## src/rtl/demux_pkg.sv

```systemverilog
// Shared constants and helpers for the registered stream demultiplexer.
// Lane i of a packed lane bus sits at bits [lane_lo(i, dw) +: dw].
package demux_pkg;

    function automatic int clog2(input int value);
        int result;
        result = 0;
        while ((1 << result) < value) begin
            result = result + 1;
        end
        return result;
    endfunction

    function automatic int lane_lo(input int lane, input int dw);
        return lane * dw;
    endfunction

    localparam int DEF_N_OUT = 4;
    localparam int DEF_DW    = 8;
    localparam int DEF_SEL_W = clog2(DEF_N_OUT);
    localparam int DEF_CNT_W = 8;

endpackage

```

## src/rtl/demux_out_slot.sv

```systemverilog
// One-entry output register for a single demux lane.
// The slot is free when empty or draining this cycle, so back-to-back beats flow at full rate.
module demux_out_slot
    import demux_pkg::*;
#(
    parameter int DW = DEF_DW
) (
    input  logic          clk,
    input  logic          rst,
    input  logic          load,
    input  logic [DW-1:0] load_data,
    input  logic          ready,
    output logic          valid,
    output logic [DW-1:0] data,
    output logic          free
);

    assign free = !valid || ready;

    // The parent only asserts load while free is high, so unaccepted data is never overwritten.
    always_ff @(posedge clk) begin
        if (rst) begin
            valid <= 1'b0;
            data  <= '0;
        end else if (load) begin
            valid <= 1'b1;
            data  <= load_data;
        end else if (valid && ready) begin
            valid <= 1'b0;
        end
    end

endmodule

```

## src/rtl/stream_demux.sv

```systemverilog
// Routes one valid/ready input stream to a selected output lane or broadcasts it to all lanes.
// Beats with an out-of-range select are consumed and counted in a saturating drop counter.
module stream_demux
    import demux_pkg::*;
#(
    parameter int N_OUT = DEF_N_OUT,
    parameter int DW    = DEF_DW,
    parameter int SEL_W = DEF_SEL_W,
    parameter int CNT_W = DEF_CNT_W
) (
    input  logic                clk,
    input  logic                rst,
    input  logic                in_valid,
    output logic                in_ready,
    input  logic [DW-1:0]       in_data,
    input  logic [SEL_W-1:0]    in_sel,
    input  logic                in_bcast,
    output logic [N_OUT-1:0]    out_valid,
    input  logic [N_OUT-1:0]    out_ready,
    output logic [N_OUT*DW-1:0] out_data,
    output logic [CNT_W-1:0]    drop_cnt
);

    localparam logic [SEL_W:0] SEL_LIMIT = (SEL_W + 1)'(N_OUT);

    logic [N_OUT-1:0] free;
    logic [N_OUT-1:0] load;
    logic             sel_ok;
    logic             sel_free;
    logic             all_free;
    logic             fire;

    assign sel_ok   = {1'b0, in_sel} < SEL_LIMIT;
    assign all_free = &free;

    always_comb begin
        sel_free = 1'b0;
        for (int i = 0; i < N_OUT; i++) begin
            if (in_sel == SEL_W'(i)) begin
                sel_free = free[i];
            end
        end
    end

    // Handshake: a beat transfers on any edge where in_valid && in_ready; in_ready never
    // looks at in_valid, and each lane transfers when out_valid[i] && out_ready[i].
    always_comb begin
        in_ready = 1'b0;
        if (!rst) begin
            if (in_bcast) begin
                in_ready = all_free;
            end else if (sel_ok) begin
                in_ready = sel_free;
            end else begin
                in_ready = 1'b1;
            end
        end
    end

    assign fire = in_valid && in_ready;

    always_comb begin
        load = '0;
        for (int i = 0; i < N_OUT; i++) begin
            load[i] = fire && (in_bcast || (sel_ok && in_sel == SEL_W'(i)));
        end
    end

    always_ff @(posedge clk) begin
        if (rst) begin
            drop_cnt <= '0;
        end else if (fire && !in_bcast && !sel_ok && drop_cnt != {CNT_W{1'b1}}) begin
            drop_cnt <= drop_cnt + 1'b1;
        end
    end

    for (genvar g = 0; g < N_OUT; g++) begin : g_lane
        demux_out_slot #(
            .DW(DW)
        ) u_slot (
            .clk      (clk),
            .rst      (rst),
            .load     (load[g]),
            .load_data(in_data),
            .ready    (out_ready[g]),
            .valid    (out_valid[g]),
            .data     (out_data[lane_lo(g, DW) +: DW]),
            .free     (free[g])
        );
    end

endmodule

```

## config.mk

```make
export PLATFORM = sky130hd
export DESIGN_NAME = stream_demux
export DESIGN_NICKNAME = d
export VERILOG_FILES = /design/src/rtl/demux_pkg.sv /design/src/rtl/demux_out_slot.sv /design/src/rtl/stream_demux.sv
export SDC_FILE = /design/constraint.sdc
export NUM_CORES = 1
export LEC_CHECK = 0
export ABC_AREA = 1
export CAP_MARGIN = 10
export CORE_MARGIN = 3
export CORE_UTILIZATION = 42
export CTS_BUF_LIST = sky130_fd_sc_hd__clkbuf_4
export DETAILED_ROUTE_END_ITERATION = 12
export HOLD_SLACK_MARGIN = 0.15
export PLACE_DENSITY = 0.78
export SLEW_MARGIN = 5
export SYNTH_ARGS = -nofsm -noshare
export SYNTH_HDL_FRONTEND = slang
export SYNTH_HIERARCHICAL = 1
export SYNTH_SLANG_ARGS = --single-unit
```

## constraint.sdc

```tcl
create_clock -name clk -period 1.8 [get_ports clk]
set_clock_uncertainty 0.15 [all_clocks]
set_input_delay 0.36 -clock clk [delete_from_list [all_inputs] [get_ports clk]]
set_output_delay 0.36 -clock clk [all_outputs]
set_load 0.005 [all_outputs]
```

==> impl_metrics.toml <==
[outcome]
status = "complete, no violations"

[grt]
grt_max_degree = 12
overflow = 0
grt_pass1_wl_um = 6420
grt_usage_pct = 20.4
grt_pass1_vias = 1386
antenna_found_initial = 0

[worst_setup_path]
reg2reg_slack_ns = 0.11
worstSetupPathType = "in -> out"
worstPathRequired_ns = 1.29
cp.arrival_ns = 1.26
crit_path_end_kind = "output port"
r2r_start = "g_lane[1].u_slot/valid"
crit_fanout = 2
startpoint_type = "input port"
crit_path_start = "rst"
r2r-end = "g_lane[1].u_slot/valid"
r2r_cells = 10

[placement]
dp_hpwl_um = 2520
port_buffers = 54
post-place-ws_ns = -0.562
dp.cells = 300
place_congestion = 0.756

[logic_synthesis]
yosysUniqueCellTypes = 12
yosys_warnings = 6
netlist_area_mm2 = 0.00140
syn-mean-instance-area_um2 = 7.31
syn_inst = 192
yosysSeqAreaShare_pct = 51.4
synth_seq_cells = 36

[clock_network]
cts.path.max_buffers = 2
clock_latency_ns = 0.34
cts_tree = "yes"
cts_buffers = 5
ctsHoldBuffers = 0
cts_root_buf = "clkbuf_4"
path_clk_slew_ns = 0.12
htree_levels = 2
cts.sinks = 36

[cells_and_area]
diodes = 0
area_delta_synth_final_pct = 58.6
fin_nets = 295
drive_above_1_share_pct = 17.6
instances_no_fill = 322

[power_and_ir_drop]
p_int_mw = 1.30
switchingPower_mw = 0.434
power_frac_seq_pct = 50.4
combPwrFrac_pct = 17.4
power.leakage_nw = 1.06
switching_share_pct = 25.1
p_per_area_mw_per_mm2 = 779
clkPwrFrac_pct = 32.1
ir_drop_uv = 547

[timing]
drv_slew = 0
fin_ws_ns = 0.0298
rsz0062_at_grt = "yes"
hold_viol = 0
max_freq_mhz = 565
period_minus_slack_ns = 1.77
setup-violations-final = 0
layout_worst_path_cycle_share_pct = 98.3

[hold_path]
hp-start = "out_ready[2]"
whs_path_depth = 5
hold_end = "g_lane[2].u_slot/valid"
hp-class = "in -> reg"

[routing]
dr.first_iter.drc_count = 95
ant_nets = 0
wl_per_cell_um = 12.2
vias = 1468
drcViolationCount = 0
drt_pre_antenna_iters = 4
vias_per_cell = 4.56
wl_um = 3910

[floorplan]
dieArea_mm2 = 0.00407
chipWidth_um = 63.8
initial_core_util_pct = 44.8
io_pins = 63
die_y_um = 63.8
core_area_mm2 = 0.00313
rows = 20

[flow_run]
drv_cap = 0
## kinds of logic after synthesis
group / Yosys count / share of synthesized area, %
AO/OA/AOI/OAI: 37 / 14.3
buffers and inverters: 29 / 9.90
flip-flops: 36 / 51.4
other: 1 / 0.267
AND/OR/NAND/NOR: 89 / 24.2
## power by group through the flow
stage / registers, mW / logic (mW) / clock network [mW]
after floorplan: 0.892 / 0.106 / 0
after global placement: 0.889 / 0.289 / 0
after detailed placement: 0.889 / 0.292 / 0
after CTS: 0.872 / 0.299 / 0.556
after global routing: 0.880 / 0.334 / 0.605
final: 0.873 / 0.302 / 0.557
## metrics by stage
| stage | power (mW) | util, % | area (um^2) | setup TNS (ns) | hold WS, ns |
|---|---|---|---|---|---|
| global placement | 1.18 | 65.4 | 2050 | -11.67 | 0.325 |
| finish | 1.73 | 71.1 | 2220 | 0 | 0.333 |
| floorplan | 0.998 | - | 1430 | 0 | 0.272 |
| global route | 1.82 | 71.1 | 2220 | -0.0510 | 0.362 |
| detailed placement | 1.18 | 65.4 | 2050 | -12.56 | 0.333 |
| CTS | 1.73 | 70.8 | 2220 | 0 | 0.337 |
## Yosys cell counts, drive strengths merged
cell type	n	area share, %
buf	8	4.3
nand2	18	5.0
a21oi	5	2.9
nor2	71	19
dfxtp	36	51
conb	1	0.27
inv	21	5.6
o21ai	32	11
## worst max path at each step
| stage | endpoint | cells after the start |
|---|---|---|
| global route | in_ready | 8 |
| detailed placement | in_ready | 8 |
| CTS | in_ready | 6 |
| floorplan | g_lane[0].u_slot/data[3] | 13 |
| global placement | in_ready | 10 |
| finish | in_ready | 5 |
## timing repair
| action | 4_1_cts | 5_1_grt |
|---|---|---|
| pin swaps | 7 | 3 |
| resized for setup | 12 | 5 |
| endpoints found under the setup margin | 11 | 21 |
| buffers inserted | 14 | 0 |
## critical path: stages
cell,delay [ns]
clkdlybuf4s50_1,0.45
a21oi_2,0.12
nand2_1,0.08
nor2_2,0.12
buf_2,0.13
## routing by layer
metal / track usage, % / share of wire, %
met5: 0 / 0
met3: 5.27 / 8.8
met2: 30.1 / 43
met4: 9.43 / 2.5
met1: 27.8 / 46
## layout by cell type, fill, tap and decap left out, drive strengths merged
master | netlist | final
inv | 21 | 21
dlygate4sd2 | 0 | 7
clkbuf | 0 | 5
o21ai | 32 | 32
a21oi | 5 | 5
nor2 | 71 | 71
dfxtp | 36 | 36
clkinv | 0 | 2
clkdlybuf4s50 | 0 | 46
nand2 | 18 | 18
bufinv | 0 | 1
conb | 1 | 8
buf | 8 | 26
## sequential cells by signal, summed over array words and instances (netlist names)
signal	cells
g_lane.u_slot/data	32
g_lane.u_slot/valid	4
## area by class of cell
cell class | count | area, um^2
Clock buffer | 5 | 37.5
Clock inverter | 3 | 37.5
Fill cell | 259 | 903
Inverter | 21 | 78.8
Multi-Input combinational cell | 134 | 578
Sequential cell | 36 | 723
Tap cell | 44 | 55.1
Timing Repair Buffer | 79 | 714
No activity file was read; power rests on OpenSTA's default activity.
